## src/rtl/imem_boot_ctrl.sv

```systemverilog
// imem_boot_ctrl: receives a length-prefixed byte stream, assembles
// little-endian 32-bit words, writes them into instruction memory, then
// releases the core. Failed loads park in ERR until reset.
//
// Byte-stream handshake: a byte transfers on every CLK edge where rx_valid
// and rx_ready are both 1. rx_ready depends only on the registered state, so
// a producer may hold rx_valid/rx_data until it sees the transfer edge.
module imem_boot_ctrl #(
  parameter int ADDR_W  = 13,
  parameter int TIMEOUT = 50000
) (
  input  logic              CLK,
  input  logic              RST,
  input  logic              boot_skip,
  input  logic              rx_valid,
  input  logic [7:0]        rx_data,
  output logic              rx_ready,
  output logic              mem_we,
  output logic [ADDR_W-1:0] mem_waddr,
  output logic [31:0]       mem_wdata,
  output logic              core_run,
  output logic              load_err
);

  localparam int CW = ADDR_W + 1;              // word counter reaches 2^ADDR_W without wrapping
  localparam int TW = $clog2(TIMEOUT + 1);

  typedef enum logic [2:0] {
    S_IDLE  = 3'd0,
    S_HDR   = 3'd1,
    S_DATA  = 3'd2,
    S_FLUSH = 3'd3,
    S_RUN   = 3'd4,
    S_ERR   = 3'd5
  } state_t;

  state_t            state_q, state_d;
  logic [15:0]       len_q, len_d;
  logic [CW-1:0]     word_cnt_q, word_cnt_d;
  logic [1:0]        byte_cnt_q, byte_cnt_d;
  logic [31:0]       buf_q, buf_d;
  logic [TW-1:0]     tmo_q, tmo_d;
  logic              mem_we_q, mem_we_d;
  logic [ADDR_W-1:0] mem_waddr_q, mem_waddr_d;
  logic [31:0]       mem_wdata_q, mem_wdata_d;

  logic              accept;
  logic [15:0]       len_full;

  // Handshake and status outputs are decoded from the registered state only
  assign rx_ready  = (state_q == S_IDLE) || (state_q == S_HDR) || (state_q == S_DATA);
  assign core_run  = (state_q == S_RUN);
  assign load_err  = (state_q == S_ERR);
  assign mem_we    = mem_we_q;
  assign mem_waddr = mem_waddr_q;
  assign mem_wdata = mem_wdata_q;

  assign accept   = rx_valid && rx_ready;
  assign len_full = {rx_data, len_q[7:0]};

  // Next-state, counters, word assembly and write-port staging
  always_comb begin
    state_d     = state_q;
    len_d       = len_q;
    word_cnt_d  = word_cnt_q;
    byte_cnt_d  = byte_cnt_q;
    buf_d       = buf_q;
    tmo_d       = tmo_q;
    mem_we_d    = 1'b0;
    mem_waddr_d = mem_waddr_q;
    mem_wdata_d = mem_wdata_q;

    case (state_q)
      S_IDLE: begin
        // boot_skip wins; a byte accepted in the same cycle is simply dropped
        if (boot_skip) begin
          state_d = S_RUN;
        end else if (accept) begin
          len_d   = {8'h00, rx_data};
          tmo_d   = '0;
          state_d = S_HDR;
        end
      end

      S_HDR: begin
        if (accept) begin
          len_d = len_full;
          if ((len_full == 16'd0) || (32'(len_full) > (32'd1 << ADDR_W))) begin
            state_d = S_ERR;
          end else begin
            word_cnt_d = '0;
            byte_cnt_d = '0;
            buf_d      = '0;
            tmo_d      = '0;
            state_d    = S_DATA;
          end
        end else if (tmo_q == TW'(TIMEOUT - 1)) begin
          state_d = S_ERR;
        end else begin
          tmo_d = tmo_q + 1'b1;
        end
      end

      S_DATA: begin
        if (accept) begin
          tmo_d      = '0;
          byte_cnt_d = byte_cnt_q + 1'b1;
          case (byte_cnt_q)
            2'd0:    buf_d[7:0]   = rx_data;
            2'd1:    buf_d[15:8]  = rx_data;
            2'd2:    buf_d[23:16] = rx_data;
            default: buf_d[31:24] = rx_data;
          endcase
          if (byte_cnt_q == 2'd3) begin
            mem_we_d    = 1'b1;
            mem_waddr_d = word_cnt_q[ADDR_W-1:0];
            mem_wdata_d = {rx_data, buf_q[23:0]};
            word_cnt_d  = word_cnt_q + 1'b1;
            if ((32'(word_cnt_q) + 32'd1) == 32'(len_q)) begin
              state_d = S_FLUSH;
            end
          end
        end else if (tmo_q == TW'(TIMEOUT - 1)) begin
          state_d = S_ERR;
        end else begin
          tmo_d = tmo_q + 1'b1;
        end
      end

      // Final write strobe is on the bus during this state
      S_FLUSH: state_d = S_RUN;

      S_RUN:   state_d = S_RUN;
      S_ERR:   state_d = S_ERR;
      default: state_d = S_IDLE;
    endcase
  end

  // State and datapath registers with synchronous reset
  always_ff @(posedge CLK) begin
    if (RST) begin
      state_q     <= S_IDLE;
      len_q       <= '0;
      word_cnt_q  <= '0;
      byte_cnt_q  <= '0;
      buf_q       <= '0;
      tmo_q       <= '0;
      mem_we_q    <= 1'b0;
      mem_waddr_q <= '0;
      mem_wdata_q <= '0;
    end else begin
      state_q     <= state_d;
      len_q       <= len_d;
      word_cnt_q  <= word_cnt_d;
      byte_cnt_q  <= byte_cnt_d;
      buf_q       <= buf_d;
      tmo_q       <= tmo_d;
      mem_we_q    <= mem_we_d;
      mem_waddr_q <= mem_waddr_d;
      mem_wdata_q <= mem_wdata_d;
    end
  end

endmodule

```

## config.mk

```make
export PLATFORM = sky130hd
export DESIGN_NAME = imem_boot_ctrl
export DESIGN_NICKNAME = d
export VERILOG_FILES = /design/src/rtl/imem_boot_ctrl.sv
export SDC_FILE = /design/constraint.sdc
export NUM_CORES = 1
export LEC_CHECK = 0
export BUFFER_PORTS_ARGS = -buffer_cell sky130_fd_sc_hd__buf_2
export CORE_ASPECT_RATIO = 0.8
export CORE_MARGIN = 2
export CORE_UTILIZATION = 36
export DETAILED_ROUTE_END_ITERATION = 10
export PLACE_DENSITY = 0.62
export SYNTH_ARGS = -nofsm -noshare
export SYNTH_HDL_FRONTEND = slang
export SYNTH_SLANG_ARGS = --single-unit
```

## constraint.sdc

```tcl
create_clock -name CLK -period 1.79 [get_ports CLK]
set_input_delay 0 -clock CLK [delete_from_list [all_inputs] [get_ports CLK]]
set_output_delay 0 -clock CLK [all_outputs]
set_load 0.01 [all_outputs]
```

Yosys cells after proc, flatten, opt, wreduce, memory -nomap -nowiden

Index checks and enable logic that the tools add are counted.

Bits in registers: 121
Output and inout bits: 49

Add/subtract/negate cells: 4
Magnitude comparators: 1
Eq/ne operators: 23
Mux-type cells: 37
Bitwise operators: 4
Reductions and logical operators: 22

Operator list:

| kind                                                                    | number |
|---|---|
| 16-bit 2-to-1 mux                                                       | 9 |
| 24-bit 2-to-1 mux                                                       | 3 |
| 14-bit 2-to-1 mux                                                       | 4 |
| 16-bit case mux with 3 select lines                                     | 1 |
| 24-bit case mux with 2 select lines                                     | 1 |
| 16-bit case mux with 2 select lines                                     | 1 |
| 14-bit case mux with 2 select lines                                     | 1 |
| 3-bit 2-to-1 mux                                                        | 8 |
| 8-bit 2-to-1 mux                                                        | 3 |
| 5-bit AND reduction                                                     | 4 |
| 16-bit by 1-bit adder with 16-bit output, second input constant         | 1 |
| 15-bit by 16-bit == test with 1-bit output                              | 1 |
| 16-bit == test, second input constant                                   | 1 |
| 16-bit by 14-bit > comparator with 1-bit output, second input constant  | 1 |
| 16-bit logical NOT                                                      | 1 |
| 4-bit AND reduction                                                     | 4 |
| 14-bit by 1-bit adder with 15-bit output, second input constant         | 1 |
| 3-bit case mux with 5 select lines                                      | 1 |
| 14-bit by 1-bit adder with 14-bit output, second input constant         | 1 |
| 2-bit inequality test, second input constant                            | 5 |
| 2-bit by 1-bit inequality test with 1-bit output, second input constant | 4 |
| 3-bit by 2-bit == test with 1-bit output, second input constant         | 2 |
| 3-bit == test, second input constant                                    | 2 |
| 2-bit 2-to-1 mux                                                        | 3 |
| 18 further kinds                                                        | 28 |

Depth between registers and ports, before layout

Word-level depth: 7
Mapped depth: 8

Least setup slack after synthesis

Ideal clock, no wire load.

Path kind: register -> register
Start point: register state_q[0]
End point: register tmo_q[12]
Data arrival time: 1915 ps
Required time: 1720 ps
Setup slack: -195 ps
Cell stages (with the launch flop): 8
Buffers on the path: 1
Cells stage by stage: dfxtp_1 buf_2 a21oi_1 o2111ai_1 mux2i_2 o22ai_2 or4_1 a21oi_1

Word-level cells in the longest chain between the ends: 6
Elaborated cells between the ends (all ways): 14
Those cells by class: eq/ne: 5; mux: 3; reduce/logical: 6

Ends and longest elaborated chain:

| item                                                                                 | line | text |
|---|---|---|
| start, declared                                                                      | 37   | `state_t state_q, state_d;` |
| start signal, assigned                                                               | 152  | `state_q <= state_d;` |
| 3-bit by 1-bit == test with 1-bit output or 3-bit logical NOT (tied branches)        | 51   | `assign rx_ready = (state_q == S_IDLE) \|\| (state_q == S_HDR) \|\| (state_q == S_DATA);` |
| 1-bit logical OR                                                                     | 51   |  |
| 1-bit logical OR (*)                                                                 | 51   |  |
| named net rx_ready                                                                   | 17   | `output logic rx_ready,` |
| 1-bit logical AND (*)                                                                | 58   | `assign accept = rx_valid && rx_ready;` |
| 3-bit inequality test (no line) (tied with other cells)                              | --   |  |
| 4-bit AND reduction (no line) or 16-bit case mux with 3 select lines (tied branches) | --   |  |
| end signal, assigned                                                                 | 157  | `tmo_q <= tmo_d;` |
| end, declared                                                                        | 42   | `logic [TW-1:0] tmo_q, tmo_d;` |

The timed path passes the listed nets; every way through them passes the cells marked *.
A chain may end at the register's enable or synchronous reset.

Worst setup path after layout

Start point: register len_q[4]
End point: register tmo_q[12]

Word-level cells in the longest chain between the ends: 4
Elaborated cells between the ends (all ways): 5
Those cells by class: order compare: 1; eq/ne: 1; reduce/logical: 3

Ends and longest elaborated chain:

| item                                                                                  | line | text |
|---|---|---|
| start, declared                                                                       | 38   | `logic [15:0] len_q, len_d;` |
| start signal, assigned                                                                | 153  | `len_q <= len_d;` |
| 16-bit by 14-bit > comparator with 1-bit output or 16-bit logical NOT (tied branches) | 88   | `if ((len_full == 16'd0) \|\| (32'(len_full) > (32'd1 << ADDR_W))) begin` |
| 1-bit logical OR (*)                                                                  | 88   |  |
| 3-bit inequality test (no line) (*)                                                   | --   |  |
| 4-bit AND reduction (no line) (*)                                                     | --   |  |

Mark *: on every way between the ends. The rest lies on a longest branch, timed or not.

==> reports/results.tsv <==
metric	value	unit
power per cell area	871	nW/µm²
Synth Cell Area	5540	µm²
antenna violations before repair	0	
CTS tree	done	
CP Capture Type	register	
cts bufs inserted	17	
dominant synthesized flop cell	dfxtp_1	
Max Cap Viol	0	
fin. max-slew vios	0	
vias in the first global route	5149	
Max VDD drop	0.000686	V
failing checks	negative hold slack, negative setup slack	
worst slew pin tran	397	ps
IO buf count	60	
Starting Density	0.369	
share of layout cells above drive strength 1	0.320	
largest net degree at the start of global routing	58	
area grow syn2layout	43.0	%
1st-iter DRT viols	411	
Layout Nets	838	
number of antenna diodes	0	
Core Area	15000	µm²
final std cell area, no fill	7920	µm²
drt first pass iters	4	
chip width	143	µm
die area	16400	µm²
static leakage	3.02	nW
unrepaired setup endpoints after global routing	true	
post-synthesis sequential area ratio	0.437	
final WL	16.2	mm
Async SR Flop Fraction	0	
clk sink count	121	
I/O pins	61	
Placed Area	6730	µm²
Slew headroom	0.735	
wire per inst	15.9	µm
fin cells	1021	
Worst Slack Setup Final	-294	ps
Root Buffer	clkbuf_16	
outcome	finished with violations	
Hold Vio Cnt, Final	1	
final setup vio count	59	
post-synthesis register bit count	121	
syn nets	692	
critical path class	reg -> reg	
DRT antenna net count	0	
clock skew	6.56	ps
DR vias	5508	
period utilization	1.16	
clk_lat worst skew	410	ps
DP HPWL	10.9	mm
routability cong.	0.890	
Warnings, synthesis	0	
crit path time final	2080	ps
Via density	5.39	
crit start category	register	
CTS H-Tree Depth	4	
Min Hold Slack	-1.39	ps
syn_area_per_cell	8.24	µm²
clock-pin slew on the worst setup and hold paths	60	ps
row count	40	
height of the die	115	µm
WP data required	2140	ps
crit-path max FO	6	
Max Clock Freq	0.480	GHz
number of flops mapped to enable cells by yosys	0	
global route overflow	0	
Core Util, Final	0.528	
Yosys cell types	58	
Max Root-Sink Buffers	2	
Worst Path Arrival	2430	ps
Cell Count Post-Placement	972	
first-pass GRT wire length	25.5	mm
HP Class	in -> reg	
DRC Markers	0	
GRT Util Overall	0.196	
Post-Syn Instances	673	
==> placed cells by master (no fill, tap or decap), types with 10 or more instances in the layout <==
cell,instances
a21oi_1,62
and3_1,11
nand2_1,109
or3_1,10
nor2_1,69
nand3_1,13
buf_4,88
clkbuf_16,18
and2_1,10
a21oi_2,11
o21ai_0,13
buf_2,59
dfxtp_1,115
nor3_1,10
mux2i_1,35
xnor2_1,13
==> power by group <==
part / switching (mW) / leakage (nW) / internal (mW)
clock: 1.37 / 0.298 / 2.22
combinational: 0.307 / 1.74 / 0.261
sequential: 0.0223 / 0.979 / 2.72
==> stage by stage <==
stage | setup WS [ps] | setup TNS (ps) | power [mW]
floorplan | -75.6 | -1230 | 3.03
global placement | -275 | -12910 | 3.22
detailed placement | -324 | -15340 | 3.23
CTS | -321 | -10910 | 6.88
global route | -388 | -15020 | 7.10
finish | -294 | -9850 | 6.90
==> path summary, 6_finish.rpt <==
path,start,endpoint,slack (ps),cells past startpoint
worst max-delay path,len_q[4]$_SDFFE_PP0P_,tmo_q[12]$_SDFFE_PP0P_,-290,7
worst min-delay path,rx_data[7],state_q[1]$_SDFFE_PP0P_,-1,4
worst max register to register,len_q[4]$_SDFFE_PP0P_,tmo_q[12]$_SDFFE_PP0P_,-290,7
worst min register to register,mem_wdata[18]$_SDFFE_PP0P_,mem_wdata[18]$_SDFFE_PP0P_,450,2
==> layer usage <==
layer	vias to the layer above	wire length, µm	GRT usage
met2	168	7570	0.307
met3	14	878	0.0525
met4	0	171	0.0581
met1	2653	7630	0.265
met5	-	0	0
li1	2673	-	-
==> critical path, stage by stage, from the launching register on <==
cell and delay [ps]:
dfxtp_2 340, nor4_4 310, nand4_4 200, mux2i_4 250, o22ai_4 130, buf_12 150, or4_4 500, a21oi_2 130
==> cell type report <==
type / instances / area [µm²]
fillers: 1363 / 7090
repair buffers: 173 / 1350
clock inverters: 15 / 194
well taps: 189 / 236
inverters: 8 / 30.0
flip-flops and latches: 121 / 2430
multi-input cells: 498 / 3260
clock buffers: 17 / 425
==> logic make-up (layout without fill, tap and decap cells) <==
logic type,after synthesis,in the layout,synth area share
AND/OR/NAND/NOR,289,289,0.246
AO/OA/AOI/OAI,147,147,0.164
flip-flops,121,121,0.437
buffers and inverters,54,213,0.0395
multiplexers,36,36,0.0657
XOR/XNOR,19,19,0.0314
adder cells (fa/ha/maj),7,7,0.0158
==> cell usage after synthesis, drive strengths merged, types with 2 or more instances <==
master	instances	area [µm²]
a21oi	74	370
a211oi	6	50.1
nand3	16	80.1
a311oi	7	61.3
nor4b	3	26.3
nor4	10	75.1
o21bai	4	30.0
ha	7	87.6
nor2b	3	18.8
o22ai	2	18.8
clkbuf	39	148
nand4	10	68.8
xnor2	14	130
a211o	2	17.5
and4	4	35.0
xor2	5	43.8
or4	7	52.6
a31oi	7	43.8
nand2	113	424
nand2b	4	25.0
mux2i	36	364
or3	10	62.6
o211ai	2	15.0
and3	11	68.8
nor2	71	267
a22oi	8	60.1
o311a	2	20.0
o31ai	6	45.0
o21ai	18	101
buf	7	41.3
dfxtp	121	2420
inv	8	30.0
nor3	12	60.1
and2	11	68.8
==> timing repair <==
item                                    CTS  global route
cloned                                    2             1
buffers inserted                          6             3
gates resized for setup                  25            65
pin swaps                                13            37
endpoints found under the hold margin    16             0
hold buffers                              5             0
endpoints found under the setup margin  102           102
==> flip-flops by register name (all words and copies together), names as in the netlist <==
| name | flops |
|---|---|
| mem_we | 1 |
| len_q | 16 |
| mem_waddr | 13 |
| word_cnt_q | 14 |
| mem_wdata | 32 |
| buf_q | 24 |
| byte_cnt_q | 2 |
| tmo_q | 16 |
| state_q | 3 |
(Power assumes the default switching activity.)
